==> config.mk <==
export PLATFORM = sky130hd
export DESIGN_NAME = clk_div_prog
export DESIGN_NICKNAME = d
export VERILOG_FILES = /design/src/rtl/clk_div_pkg.sv /design/src/rtl/clk_div_core.sv /design/src/rtl/clk_div_prog.sv
export SDC_FILE = /design/constraint.sdc
export NUM_CORES = 1
export LEC_CHECK = 0
export BUFFER_PORTS_ARGS = -buffer_cell sky130_fd_sc_hd__buf_2
export CORE_UTILIZATION = 30
export CTS_BUF_LIST = sky130_fd_sc_hd__clkbuf_4 sky130_fd_sc_hd__clkbuf_8 sky130_fd_sc_hd__clkbuf_16
export CTS_CLUSTER_SIZE = 12
export DETAILED_ROUTE_END_ITERATION = 6
export PLACE_DENSITY = 0.54
export SETUP_SLACK_MARGIN = 0.4
export SYNTH_ARGS = -nofsm -noshare
export SYNTH_HDL_FRONTEND = slang
export SYNTH_SLANG_ARGS = --single-unit
==> constraint.sdc <==
create_clock -name clk_in -period 1.6 [get_ports clk_in]
set_input_delay 0.32 -clock clk_in [delete_from_list [all_inputs] [get_ports clk_in]]
set_output_delay 0.32 -clock clk_in [all_outputs]
set_load 0.05 [all_outputs]
==> src/rtl/clk_div_pkg.sv <==
// Shared definitions for the programmable clock divider: default sizing,
// control state encoding and a period helper.
package clk_div_pkg;

    // Default counter / divisor width.
    localparam int CLK_DIV_CNT_W   = 16;
    // Default half-period terminal count: 2*(70+1) = 142 clk_in cycles.
    localparam int CLK_DIV_DEFAULT = 70;

    // Divider control states: run enable crossed with update pending.
    typedef enum logic [1:0] {
        ST_RUN       = 2'b00,
        ST_RUN_PEND  = 2'b01,
        ST_HOLD      = 2'b10,
        ST_HOLD_PEND = 2'b11
    } div_state_e;

    // Full output period in clk_in cycles for half-period terminal count t.
    function automatic int unsigned div_period(input int unsigned t);
        return 2 * (t + 1);
    endfunction

endpackage

==> src/rtl/clk_div_core.sv <==
// Divider datapath: half-period counter, terminal compare, output toggle
// and registered tick strobes. The terminal count is supplied by the top.
module clk_div_core #(
    parameter int CNT_W = 16
) (
    input  logic             clk_in,
    input  logic             clk_rst,
    input  logic             en,
    input  logic             clear,
    input  logic [CNT_W-1:0] cur_div,
    output logic             term,
    output logic             clk_out,
    output logic             tick_rise,
    output logic             tick_any
);

    logic [CNT_W-1:0] counter_q, counter_d;
    logic             clk_out_q, clk_out_d;
    logic             tick_rise_q, tick_rise_d;
    logic             tick_any_q, tick_any_d;
    logic             hit;

    // Counter never exceeds cur_div, so equality alone marks the terminal count.
    always_comb begin
        hit         = (counter_q == cur_div);
        term        = en && hit;
        counter_d   = counter_q;
        clk_out_d   = clk_out_q;
        tick_rise_d = 1'b0;
        tick_any_d  = 1'b0;
        if (clear) begin
            counter_d = '0;
        end else if (en) begin
            if (hit) begin
                counter_d   = '0;
                clk_out_d   = ~clk_out_q;
                tick_any_d  = 1'b1;
                tick_rise_d = ~clk_out_q;
            end else begin
                counter_d = counter_q + CNT_W'(1);
            end
        end
    end

    // Datapath registers with synchronous reset.
    always_ff @(posedge clk_in) begin
        if (clk_rst) begin
            counter_q   <= '0;
            clk_out_q   <= 1'b0;
            tick_rise_q <= 1'b0;
            tick_any_q  <= 1'b0;
        end else begin
            counter_q   <= counter_d;
            clk_out_q   <= clk_out_d;
            tick_rise_q <= tick_rise_d;
            tick_any_q  <= tick_any_d;
        end
    end

    assign clk_out   = clk_out_q;
    assign tick_rise = tick_rise_q;
    assign tick_any  = tick_any_q;

endmodule

==> src/rtl/clk_div_prog.sv <==
// Runtime-programmable clock divider. Holds the divisor shadow register,
// the valid/ready handshake and the rule for when a new divisor is applied.
//
// state     | meaning
// ----------+------------------------------------------------------------
// RUN       | counting, no divisor update waiting
// RUN_PEND  | counting, update applied at the next terminal count
// HOLD      | frozen, no divisor update waiting
// HOLD_PEND | frozen, update applied on the next edge (counter cleared)
module clk_div_prog
    import clk_div_pkg::*;
#(
    parameter int CNT_W       = CLK_DIV_CNT_W,
    parameter int DIV_DEFAULT = CLK_DIV_DEFAULT
) (
    input  logic             clk_in,
    input  logic             clk_rst,
    input  logic             en,
    input  logic [CNT_W-1:0] div_value,
    input  logic             div_valid,
    output logic             div_ready,
    output logic             clk_out,
    output logic             tick_rise,
    output logic             tick_any,
    output logic [CNT_W-1:0] cur_div
);

    div_state_e       state_q, state_d;
    logic [CNT_W-1:0] shadow_q, shadow_d;
    logic [CNT_W-1:0] cur_div_q, cur_div_d;
    logic             div_ready_q, div_ready_d;
    logic             pending;
    logic             pending_next;
    logic             xfer;
    logic             clear;
    logic             term;

    clk_div_core #(
        .CNT_W (CNT_W)
    ) u_core (
        .clk_in    (clk_in),
        .clk_rst   (clk_rst),
        .en        (en),
        .clear     (clear),
        .cur_div   (cur_div_q),
        .term      (term),
        .clk_out   (clk_out),
        .tick_rise (tick_rise),
        .tick_any  (tick_any)
    );

    // Handshake acceptance and divisor apply decisions; next state follows en.
    always_comb begin
        pending      = (state_q == ST_RUN_PEND) || (state_q == ST_HOLD_PEND);
        xfer         = div_valid && div_ready_q;
        shadow_d     = shadow_q;
        cur_div_d    = cur_div_q;
        pending_next = pending;
        clear        = 1'b0;
        case (state_q)
            ST_RUN, ST_HOLD: begin
                // A transfer coinciding with a terminal count is only
                // recorded here, so it waits for the following terminal.
                if (xfer) begin
                    shadow_d     = div_value;
                    pending_next = 1'b1;
                end
            end
            ST_RUN_PEND, ST_HOLD_PEND: begin
                if (!en) begin
                    cur_div_d    = shadow_q;
                    clear        = 1'b1;
                    pending_next = 1'b0;
                end else if (term) begin
                    // The finishing half-period used the old count.
                    cur_div_d    = shadow_q;
                    pending_next = 1'b0;
                end
            end
            default: begin
                pending_next = 1'b0;
            end
        endcase
        if (en) begin
            state_d = pending_next ? ST_RUN_PEND : ST_RUN;
        end else begin
            state_d = pending_next ? ST_HOLD_PEND : ST_HOLD;
        end
        div_ready_d = ~pending_next;
    end

    // Control registers with synchronous reset; reset drops any pending update.
    always_ff @(posedge clk_in) begin
        if (clk_rst) begin
            state_q     <= ST_RUN;
            shadow_q    <= '0;
            cur_div_q   <= CNT_W'(DIV_DEFAULT);
            div_ready_q <= 1'b1;
        end else begin
            state_q     <= state_d;
            shadow_q    <= shadow_d;
            cur_div_q   <= cur_div_d;
            div_ready_q <= div_ready_d;
        end
    end

    assign div_ready = div_ready_q;
    assign cur_div   = cur_div_q;

endmodule

==> results of run 1 <==
sequential cells by signal, summed over array words and instances (netlist names):
name / count
u_core.tick_rise: 1
cur_div: 16
u_core.tick_any: 1
u_core.counter_q: 16
div_ready: 1
shadow_q: 16
state_q: 1
u_core.clk_out: 1
cell usage in the layout, fill, tap and decap left out, types with 15 or more instances in the layout:
cell type,netlist,layout
buf_8,0,15
buf_4,1,34
a21oi_1,19,19
nand2_1,51,50
xor2_1,25,25
buf_2,4,19
dfxtp_4,0,17
nor2_1,29,28
buf_6,1,17
dfxtp_1,53,36
Yosys cell counts, types with 3 or more instances:
library cell,number,share of area [%]
and4_1,3,1.1
nand3_1,18,3.8
o211ai_1,5,1.6
a22oi_1,13,4.1
nor2_1,29,4.5
o211ai_2,8,4.2
a211oi_1,3,0.94
nand4_1,5,1.3
clkbuf_1,12,1.9
nor3_1,4,0.84
a21oi_1,19,4.0
nand2_1,51,8.0
xor2_1,25,9.1
buf_2,4,0.84
dfxtp_1,53,44
o22ai_1,3,0.78
xnor2_1,5,1.8
nor4_1,4,1.0
cell families after synthesis:
| logic type | after synthesis | share of synthesized area (%) |
|---|---|---|
| and+or+nand+nor | 123 | 23.07 |
| DFF | 53 | 44.26 |
| xor gates and xnor gates | 30 | 10.96 |
| adders and majority gates | 1 | 0.5218 |
| buffers and inverters | 21 | 3.967 |
| AOI/OAI and AO/OA | 57 | 17.22 |
where the power goes:
group          leakage (nW)  total (mW)  switching (mW)  internal, mW
clock network        0.0619       0.956           0.428         0.528
logic                 0.950       0.436           0.244         0.192
registers             0.441        1.41          0.0519          1.36
total                  1.45        2.80           0.725          2.08
per-layer routing:
layer  up-vias  wire length (µm)  track usage, %
met2        50              2806           25.38
met1      1044              3006           21.20
met3         5               227           2.680
li1       1142                 -               -
met4         0                70           3.968
met5         -                 0               0
worst paths after layout:
check,cells past startpoint,start,slack (ns),end
max reg2reg,6,cur_div[3],-0.07,u_core.clk_out
min,3,div_value[6],0.25,shadow_q[6]
max,6,cur_div[3],-0.07,u_core.clk_out
min reg2reg,2,shadow_q[0],0.48,shadow_q[0]
what timing repair did:
action	in CTS	in global routing
endpoints found under the setup margin	71	55
pin swaps	9	1
resized for setup	68	12
setup buffers	11	2
hold buffers	0	0
metrics by stage:
step / cells / power [mW]
6_report: 465 / 2.801
5_1_grt: 465 / 2.932
4_1_cts: 463 / 2.823
3_5_place_dp: 444 / 1.792
3_3_place_gp: 444 / 1.789
2_1_floorplan: 285 / 1.675
layout make-up:
cell class | count | area share, %
Clock buffer | 7 | 2.542
Sequential cell | 53 | 31.74
Multi-Input combinational cell | 211 | 37.85
Tap cell | 102 | 3.602
Inverter | 2 | 0.2119
Clock inverter | 1 | 0.8475
Timing Repair Buffer | 89 | 23.20
worst max-delay path, cell delays in order, from the launching register on:
cell	delay, ns
dfxtp_4	0.36
xor2_1	0.16
nor4_1	0.31
nand4_1	0.17
buf_6	0.17
or3_1	0.31
a21oi_1	0.13
==> implementation parameters, run 1 <==
Parameter                              Value

STA
  Summed negative setup slack over all endpoints ... -0.8801 ns
  Number of failing setup endpoints in the final timing report ... 33
  Final hold vios ... 0
  Setup repair after global routing missed its margin ... yes
  Fmax ... between 500 and 600 MHz
  Post-layout minimum cycle time ... between 1.5 and 2 ns
  Number of max-slew violations in the final report ... 0
  Worst slew margin relative to its limit ... 41.77%
  Worst hold slack across all endpoints ... 0.2489 ns
  Post-route setup slack ... -0.07030 ns
  Worst Skew ... 0.008130 ns
  Share of the cycle needed by the critical path after routing ... 104.4%
  Actual transition at the worst max-transition pin ... 0.8702 ns

Floorplan
  Number of primary I/O pins ... 40
  Standard-cell row count ... 32
  Die Area ... 8352 µm²
  Core region area ... about 7700 µm²
  Die X ... 91.39 µm
  Starting Density ... 31.02%
  Height of the chip ... a little over 90 µm

Synthesis
  Cells after Synth ... about 290
  Async set or reset register ratio after synthesis ... 0%
  Syn_nets ... 306
  Proportion of synthesized chip area in sequential cells ... 44.26%
  Leading register cell type out of synthesis ... dfxtp_1
  Average cell area after synthesis ... 8.412 µm²
  Synthesis warning total ... 0
  Total of flip-flops plus latches after synthesis ... 53
  Number of distinct library cell variants in the gate-level netlist after synthesis ... 34
  Count of flip-flops with a built-in enable after synthesis ... 0
  Synthesized cell area ... 2397 µm²

Clock network
  Clock-pin slew on the worst setup and hold paths ... 0.09 ns
  Cts bufs inserted ... 5
  Number of H-tree branching levels ... 2
  Insertion delay of the later-clocked pin in the worst-skew pair ... ~0.3 ns
  Sinks on Clock Net ... 53
  Clock tree from TritonCTS ... built
  Max clock buf depth ... 2
  Master cell of the clock root buffer ... clkbuf_8

Setup path
  Crit end category ... flip-flop
  Critical path startpoint category ... flip-flop
  Critical path data arrival time ... approximately 1.9 ns
  Required time at the worst-slack endpoint ... 1.83 ns
  Category of the most critical setup path ... flip-flop to flip-flop
  Largest driver fanout on the critical path ... 5

Routing
  Post-route DRC violation count ... 0
  First-pass DRT Iterations ... 4
  Detailed-route wire length per cell ... 13.14 µm
  Post-Route WL ... 6112 µm
  Post-route antenna net violation count ... 0
  Vias per cell ... 4.819
  Via total after detailed routing ... ~2,200
  Initial detailed-routing violation count ... a little under 90

Cells and area
  Net count, final ... 383
  Number of fillers in the final layout ... 711
  Syn-to-layout area delta ... 47.81%
  Inserted Diodes ... 0
  Fraction of layout cells with a size suffix above 1 ... between 30% and 40%
  Final Instance Area ... about 3500 µm²
  Area occupied by multi-input gates ... 1341 µm²
  Sequential cell area ... 1125 µm²
  Final cell utilization of the core ... between 40 and 50%

Worst hold path
  Worst Hold Class ... primary input to flip-flop

GRT
  Total global routing track utilization ... between 10% and 20%
  Global-route wire length before repair ... 10,340 µm
  Largest net degree at the start of global routing ... 34
  Residual overflow from global routing ... 0
  Vias in the first global route ... 2,132
  Number of antenna violations at the first check in global routing ... 0

Run status
  Violations in the final reports ... negative setup slack
  Run status ... finished with violations

Power
  Cell leakage power ... roughly 1.5 nW
  Cell Pwr Density ... 790.4 nW/µm²
  Worst supply voltage drop on vdd ... 0.3936 mV

Placed design
  Total cell area at the placement stage ... 3025 µm²
  Total of buffers placed on input and output ports ... 39
  Detail Placement HPWL ... between 4000 and 5000 µm
  Worst setup slack before clock tree synthesis ... -0.07234 ns
  Placer Congestion ... ~0.76

Job
  Max capacitance violation total ... 0
No activity file was read; power rests on OpenSTA's default activity.
==> run 2: changes to the inputs <==
--- a/config.mk
+++ b/config.mk
@@ -7,10 +7,10 @@
 export LEC_CHECK = 0
 export BUFFER_PORTS_ARGS = -buffer_cell sky130_fd_sc_hd__buf_2
 export CORE_UTILIZATION = 30
-export CTS_BUF_LIST = sky130_fd_sc_hd__clkbuf_4 sky130_fd_sc_hd__clkbuf_8 sky130_fd_sc_hd__clkbuf_16
+export CTS_BUF_LIST = sky130_fd_sc_hd__clkbuf_4
 export CTS_CLUSTER_SIZE = 12
 export DETAILED_ROUTE_END_ITERATION = 6
-export PLACE_DENSITY = 0.54
+export PLACE_DENSITY = 0.48
 export SETUP_SLACK_MARGIN = 0.4
 export SYNTH_ARGS = -nofsm -noshare
 export SYNTH_HDL_FRONTEND = slang
==> run 2 against run 1 <==
  * The run still ends with negative setup slack left
  * Clock skew increased by 0.0068 ns
  * Wire length increased by 2.9%
  * Count of clock-buffer cells in the layout is 1 lower
  * Maximum frequency increased by 0.68%
  * Clock power is 33% lower
  * Critical path type unchanged
  * Critical endpoint unchanged
  * Largest cell class unchanged
==> implementation parameters, run 2 (synthesis results as in run 1) <==
Parameter                              Value

Cells and area
  Most common cell after layout, fill and taps aside ... nand2_1 (unchanged)
  Number of fillers in the final layout ... 737 (was 711)
  Inserted Diodes ... 0 (unchanged)
  Syn-to-layout area delta ... 46.82% (was 47.81%)
  Final cell utilization of the core ... 45.55% (was 45.85%)
  Top library cells by usage in the layout, fill and taps aside ... nand2_1 (50), dfxtp_1 (32), buf_4 (30), nor2_1 (27), xor2_1 (25) (was nand2_1 (50), dfxtp_1 (36), buf_4 (34), nor2_1 (28), xor2_1 (25))
  Area occupied by multi-input gates ... 1338 µm² (was 1341 µm²)
  Net count, final ... 382 (was 383)
  Sequential cell area ... 1130 µm² (was 1125 µm²)
  Final Instance Area ... 3520 µm² (was 3543 µm²)
  Fraction of layout cells with a size suffix above 1 ... 39.50% (was 38.84%)

STA
  Setup repair after global routing missed its margin ... yes (unchanged)
  Post-layout minimum cycle time ... 1.659 ns (was 1.670 ns)
  Actual transition at the worst max-transition pin ... 1.020 ns (was 0.8702 ns)
  Worst slew margin relative to its limit ... 31.77% (was 41.77%)
  Post-route setup slack ... -0.05907 ns (was -0.07030 ns)
  Worst Skew ... 0.01494 ns (was 0.008130 ns)
  Number of max-slew violations in the final report ... 0 (unchanged)
  Share of the cycle needed by the critical path after routing ... 103.7% (was 104.4%)
  Fmax ... 602.7 MHz (was 598.7 MHz)
  Number of failing setup endpoints in the final timing report ... 24 (was 33)
  Summed negative setup slack over all endpoints ... -0.3826 ns (was -0.8801 ns)
  Final hold vios ... 0 (unchanged)

Setup path
  CP cell instances ... xor2_1, nor4_2, nand4_1, buf_6, or3_1, a21oi_1 (was xor2_1, nor4_1, nand4_1, buf_6, or3_1, a21oi_1)
  Number of buffers and inverters on the critical path ... 1 (unchanged)
  Critical path data arrival time ... 1.97 ns (was 1.90 ns)
  Required time at the worst-slack endpoint ... 1.91 ns (was 1.83 ns)
  Critical path startpoint category ... flip-flop (unchanged)
  Slowest library cell on the worst path ... dfxtp_2 (was dfxtp_4)
  Largest driver fanout on the critical path ... 6 (was 5)
  Crit end category ... flip-flop (unchanged)
  Slowest Stage Delay on Critical Path ... 0.37 ns (was 0.36 ns)
  Category of the most critical setup path ... flip-flop to flip-flop (unchanged)
  Crit path max-delay family ... simple AND/OR/NAND/NOR gates (unchanged)

GRT
  Total global routing track utilization ... 16.43% (was 15.58%)
  Global-route wire length before repair ... 10,910 µm (was 10,340 µm)
  Residual overflow from global routing ... 0 (unchanged)
  Largest net degree at the start of global routing ... 25 (was 34)
  Number of antenna violations at the first check in global routing ... 0 (unchanged)
  Vias in the first global route ... 2,127 (was 2,132)

Run status
  Run status ... finished with violations (unchanged)
  Violations in the final reports ... negative setup slack (unchanged)

Job
  Max capacitance violation total ... 0 (unchanged)

Power
  Cell Pwr Density ... 713.3 nW/µm² (was 790.4 nW/µm²)
  Worst supply voltage drop on vdd ... 0.3427 mV (was 0.3936 mV)
  Net Sw Power ... 752.2 µW (was 724.5 µW)
  Relative contribution of combinational cells to total power ... 18.2% (was 15.6%)
  Cell leakage power ... 1.435 nW (was 1.453 nW)
  Sequential Power Share ... 56.1% (was 50.3%)
  Fraction of power spent switching nets ... 29.96% (was 25.87%)
  Clock group share of total power ... 25.7% (was 34.1%)
  Internal power contribution ... 1.758 mW (was 2.076 mW)

Routing
  Detailed-route wire length per cell ... 13.55 µm (was 13.14 µm)
  Post-Route WL ... 6289 µm (was 6112 µm)
  Post-route DRC violation count ... 0 (unchanged)
  Initial detailed-routing violation count ... 88 (was 89)
  Via total after detailed routing ... 2,203 (was 2,241)
  Post-route antenna net violation count ... 0 (unchanged)
  Vias per cell ... 4.748 (was 4.819)
  First-pass DRT Iterations ... 5 (was 4)

Floorplan
  Die Area ... 8352 µm² (unchanged)
  Starting Density ... 31.02% (unchanged)
  Height of the chip ... 91.39 µm (unchanged)
  Die X ... 91.39 µm (unchanged)
  Standard-cell row count ... 32 (unchanged)
  Core region area ... 7727 µm² (unchanged)
  Number of primary I/O pins ... 40 (unchanged)

Clock network
  Master cell of the clock root buffer ... clkbuf_4 (was clkbuf_8)
  Max clock buf depth ... 2 (unchanged)
  Cts bufs inserted ... 5 (unchanged)
  Number of H-tree branching levels ... 2 (unchanged)
  Sinks on Clock Net ... 53 (unchanged)
  Clock-pin slew on the worst setup and hold paths ... 0.16 ns (was 0.09 ns)
  Insertion delay of the later-clocked pin in the worst-skew pair ... 0.38 ns (was 0.30 ns)
  Clock tree from TritonCTS ... built (unchanged)

Placed design
  Total cell area at the placement stage ... 3050 µm² (was 3025 µm²)
  Detail Placement HPWL ... 4377 µm (was 4444 µm)
  Total of buffers placed on input and output ports ... 39 (unchanged)
  Placer Congestion ... 0.8091 (was 0.7634)
  Worst setup slack before clock tree synthesis ... -0.1025 ns (was -0.07234 ns)

Worst hold path
  Worst Hold Class ... primary input to flip-flop (unchanged)
## run 2: worst paths after layout
check	start	to	slack, ns	cells after the start
setup reg to reg	u_core.counter_q[13]	u_core.clk_out	-0.06	6
hold / removal	div_value[12]	shadow_q[12]	0.15	3
hold reg to reg	shadow_q[0]	shadow_q[0]	0.48	2
setup / recovery	u_core.counter_q[13]	u_core.clk_out	-0.06	6
## run 2: area by class of cell
type / instances / share of cell area, %
clock inverter: 2 / 0.3910
sequential: 53 / 32.10
multi-input combinational: 212 / 38.00
timing repair buffer: 87 / 24.39
inverter: 2 / 0.2133
tap: 102 / 3.626
clock buffer: 6 / 1.280
## run 2: tightest hold or removal path, stage by stage
cell and delay (ns):
buf_2 0.09, nand2_1 0.04, a21oi_1 0.05
## run 2: per-layer routing
metal  track usage (%)  wire length, µm
met5                 0                0
met3             3.183              151
met4             3.968               62
met1             24.06             3132
met2             24.56             2943
## run 2: through the flow
stage,hold slack [ns],power [mW],cells
detailed placement,0.4670,1.802,444
floorplan,0.4493,1.675,285
global placement,0.4613,1.799,444
CTS,0.1342,2.519,459
finish,0.1469,2.511,464
global route,0.1195,2.654,464
## run 2: power by group through the flow
| stage | clock (mW) | sequential, mW | combinational (mW) |
|---|---|---|---|
| after floorplan | 0 | 1.49 | 0.182 |
| after global placement | 0 | 1.43 | 0.367 |
| after detailed placement | 0 | 1.43 | 0.369 |
| after CTS | 0.673 | 1.41 | 0.439 |
| after global routing | 0.735 | 1.42 | 0.501 |
| final | 0.644 | 1.41 | 0.458 |
## run 2: timing repair
action,in CTS,in global routing
endpoints found under the setup margin,57,70
resized for setup,80,10
hold buffers,0,0
buffers inserted,7,4
gates cloned,0,1
pin swaps,3,3
==> run 3: changes to the inputs <==
--- a/config.mk
+++ b/config.mk
@@ -6,6 +6,8 @@
 export NUM_CORES = 1
 export LEC_CHECK = 0
 export BUFFER_PORTS_ARGS = -buffer_cell sky130_fd_sc_hd__buf_2
+export CAP_MARGIN = 30
+export CORE_ASPECT_RATIO = 1.25
 export CORE_UTILIZATION = 30
 export CTS_BUF_LIST = sky130_fd_sc_hd__clkbuf_4
 export CTS_CLUSTER_SIZE = 12
==> run 3 against run 2 <==
  * Combinational power about the same
  * Global-route usage decreased by 0.56 points
  * Largest cell class unchanged
  * Non-clock buffer count increased by 6
  * The flow finishes with violations (design-rule violations, negative setup slack)
  * Worst hold slack improved by 0.015 ns
  * Critical endpoint unchanged
  * First-iteration DRC count decreased by 4.5%
  * Flip-flop and latch count unchanged
  * Cell count decreased by 0.43%
  * Via count about the same
  * Maximum frequency decreased by 0.24%
  * Clock power decreased by 7.3%
  * Largest power group unchanged
==> implementation parameters, run 3 (synthesis results as in run 1) <==
Parameter                              Value

Run status
  Run status ... finished with violations (unchanged)
  Violations in the final reports ... design-rule violations, negative setup slack (was negative setup slack)

Cells and area
  Most common cell after layout, fill and taps aside ... nand2_1 (unchanged)
  Number of fillers in the final layout ... 797 (was 737)
  Top library cells by usage in the layout, fill and taps aside ... nand2_1 (50), buf_4 (37), dfxtp_1 (32), nor2_1 (28), xor2_1 (23) (was nand2_1 (50), dfxtp_1 (32), buf_4 (30), nor2_1 (27), xor2_1 (25))
  Fraction of layout cells with a size suffix above 1 ... 43.05% (was 39.50%)
  Final cell utilization of the core ... 46.09% (was 45.55%)
  Inserted Diodes ... 0 (unchanged)
  Syn-to-layout area delta ... 48.96% (was 46.82%)
  Net count, final ... 387 (was 382)

Floorplan
  Die Area ... 8355 µm² (was 8352 µm²)
  Starting Density ... 30.94% (was 31.02%)
  Standard-cell row count ... 36 (was 32)
  Die X ... 81.96 µm (was 91.39 µm)
  Core region area ... 7747 µm² (was 7727 µm²)
  Height of the chip ... 101.9 µm (was 91.39 µm)
  Number of primary I/O pins ... 40 (unchanged)

Power
  Fraction of power spent switching nets ... 29.79% (was 29.96%)
  Relative contribution of combinational cells to total power ... 18.5% (was 18.2%)
  Cell Pwr Density ... 689.4 nW/µm² (was 713.3 nW/µm²)
  Internal power contribution ... 1.728 mW (was 1.758 mW)
  Sequential Power Share ... 57.2% (was 56.1%)
  Worst supply voltage drop on vdd ... 0.4009 mV (was 0.3427 mV)
  Cell leakage power ... 1.455 nW (was 1.435 nW)
  Net Sw Power ... 733.3 µW (was 752.2 µW)
  Clock group share of total power ... 24.3% (was 25.7%)

GRT
  Global-route wire length before repair ... 10,180 µm (was 10,910 µm)
  Residual overflow from global routing ... 0 (unchanged)
  Vias in the first global route ... 2,053 (was 2,127)
  Largest net degree at the start of global routing ... 22 (was 25)
  Number of antenna violations at the first check in global routing ... 0 (unchanged)
  Total global routing track utilization ... 15.88% (was 16.43%)

Job
  Max capacitance violation total ... 0 (unchanged)

STA
  Post-layout minimum cycle time ... 1.663 ns (was 1.659 ns)
  Fmax ... 601.3 MHz (was 602.7 MHz)
  Number of failing setup endpoints in the final timing report ... 21 (was 24)
  Actual transition at the worst max-transition pin ... 0.9001 ns (was 1.020 ns)
  Post-route setup slack ... -0.06310 ns (was -0.05907 ns)
  Number of max-slew violations in the final report ... 0 (unchanged)
  Worst slew margin relative to its limit ... 39.77% (was 31.77%)
  Worst hold slack across all endpoints ... 0.1623 ns (was 0.1469 ns)
  Share of the cycle needed by the critical path after routing ... 103.9% (was 103.7%)
  Final hold vios ... 0 (unchanged)
  Worst Skew ... 0.02077 ns (was 0.01494 ns)
  Setup repair after global routing missed its margin ... yes (unchanged)

Clock network
  Clock-pin slew on the worst setup and hold paths ... 0.16 ns (about the same)
  Cts bufs inserted ... 5 (unchanged)
  Insertion delay of the later-clocked pin in the worst-skew pair ... 0.37 ns (was 0.38 ns)
  Post-cts hold buffer count ... 0 (unchanged)
  Max clock buf depth ... 2 (unchanged)
  Clock tree from TritonCTS ... built (unchanged)
  Sinks on Clock Net ... 53 (unchanged)
  Number of H-tree branching levels ... 2 (unchanged)
  Master cell of the clock root buffer ... clkbuf_4 (unchanged)

Setup path
  Category of the most critical setup path ... flip-flop to flip-flop (unchanged)
  Critical path startpoint category ... flip-flop (unchanged)
  Required time at the worst-slack endpoint ... 1.90 ns (was 1.91 ns)
  Critical path data arrival time ... 1.96 ns (was 1.97 ns)
  Largest driver fanout on the critical path ... 7 (was 6)
  Crit end category ... flip-flop (unchanged)

Routing
  Post-route antenna net violation count ... 0 (unchanged)
  Initial detailed-routing violation count ... 84 (was 88)
  Via total after detailed routing ... 2,204 (was 2,203)
  First-pass DRT Iterations ... 6 (was 5)
  Detailed-route wire length per cell ... 13.55 µm (about the same)
  Post-Route WL ... 6261 µm (was 6289 µm)
  Vias per cell ... 4.771 (was 4.748)
  Post-route DRC violation count ... 1 (was 0)

Worst hold path
  Worst Hold Class ... primary input to flip-flop (unchanged)

Placed design
  Total of buffers placed on input and output ports ... 39 (unchanged)
  Detail Placement HPWL ... 4466 µm (was 4377 µm)
  Placer Congestion ... 0.7909 (was 0.8091)
## run 3: cell count changes in the layout (fill, tap and decap cells not counted), moves of 2 or more
cell,change
a21oi_1,-2
a21oi_2,+2
buf_12,-2
buf_4,+7
buf_6,+2
nand3_1,-6
nand3_2,+6
nor4_1,-2
nor4_2,+2
xor2_1,-2
xor2_2,+2
## run 3: path summary, 6_finish.rpt
check,start,to,slack (ns),cells after the start
max,u_core.counter_q[13],u_core.clk_out,-0.06,6
min,div_value[15],shadow_q[15],0.16,3
max reg2reg,u_core.counter_q[13],u_core.clk_out,-0.06,6
min reg2reg,shadow_q[11],shadow_q[11],0.48,2
## run 3: power groups by stage
stage	sequential (mW)	combinational (mW)	clock (mW)
CTS	1.41	0.442	0.624
global route	1.42	0.493	0.678
floorplan	1.49	0.182	0
global placement	1.43	0.364	0
finish	1.41	0.456	0.597
detailed placement	1.43	0.367	0
## run 3: per-layer routing
metal	vias to the layer above	part of all wire, %	wire length [µm]	GRT usage, %
li1	1150	-	-	-
met1	1023	47	2954	21.54
met2	29	50	3120	26.06
met3	2	2.2	137	2.411
met4	0	0.77	48	4.049
met5	-	0	0	0
## run 3: what timing repair did
| action | in CTS | in global routing |
|---|---|---|
| pin swaps | 4 | 3 |
| gates resized for setup | 83 | 16 |
| setup buffers | 9 | 5 |
| setup endpoints to repair | 57 | 70 |
## run 3: per-stage QoR
step / instances / total power [mW] / setup TNS (ns) / setup slack, ns / instance area (µm²)
finish: 462 / 2.462 / -0.4031 / -0.06310 / 3571
global route: 462 / 2.589 / -3.563 / -0.1593 / 3571
CTS: 457 / 2.473 / -2.261 / -0.1047 / 3470
detailed placement: 440 / 1.800 / -3.131 / -0.1152 / 3039
global placement: 440 / 1.795 / -2.226 / -0.08390 / 3039
floorplan: 285 / 1.675 / 0 / 0.02496 / 2530
## run 3: cell type report
cell class	instances	area, µm²	area share, %
clock buffer	5	37.54	1.051
clock inverter	3	17.52	0.4905
inverter	2	7.507	0.2102
multi-input combinational	211	1381	38.68
sequential	53	1130	31.64
tap	95	118.9	3.329
timing repair buffer	93	878.3	24.60
## run 3: worst max-delay path, stage by stage (launching register included)
cell	delay [ns]
dfxtp_2	0.37
xor2_1	0.17
nor4_2	0.31
nand4_1	0.14
buf_6	0.17
or3_4	0.32
a21oi_2	0.11
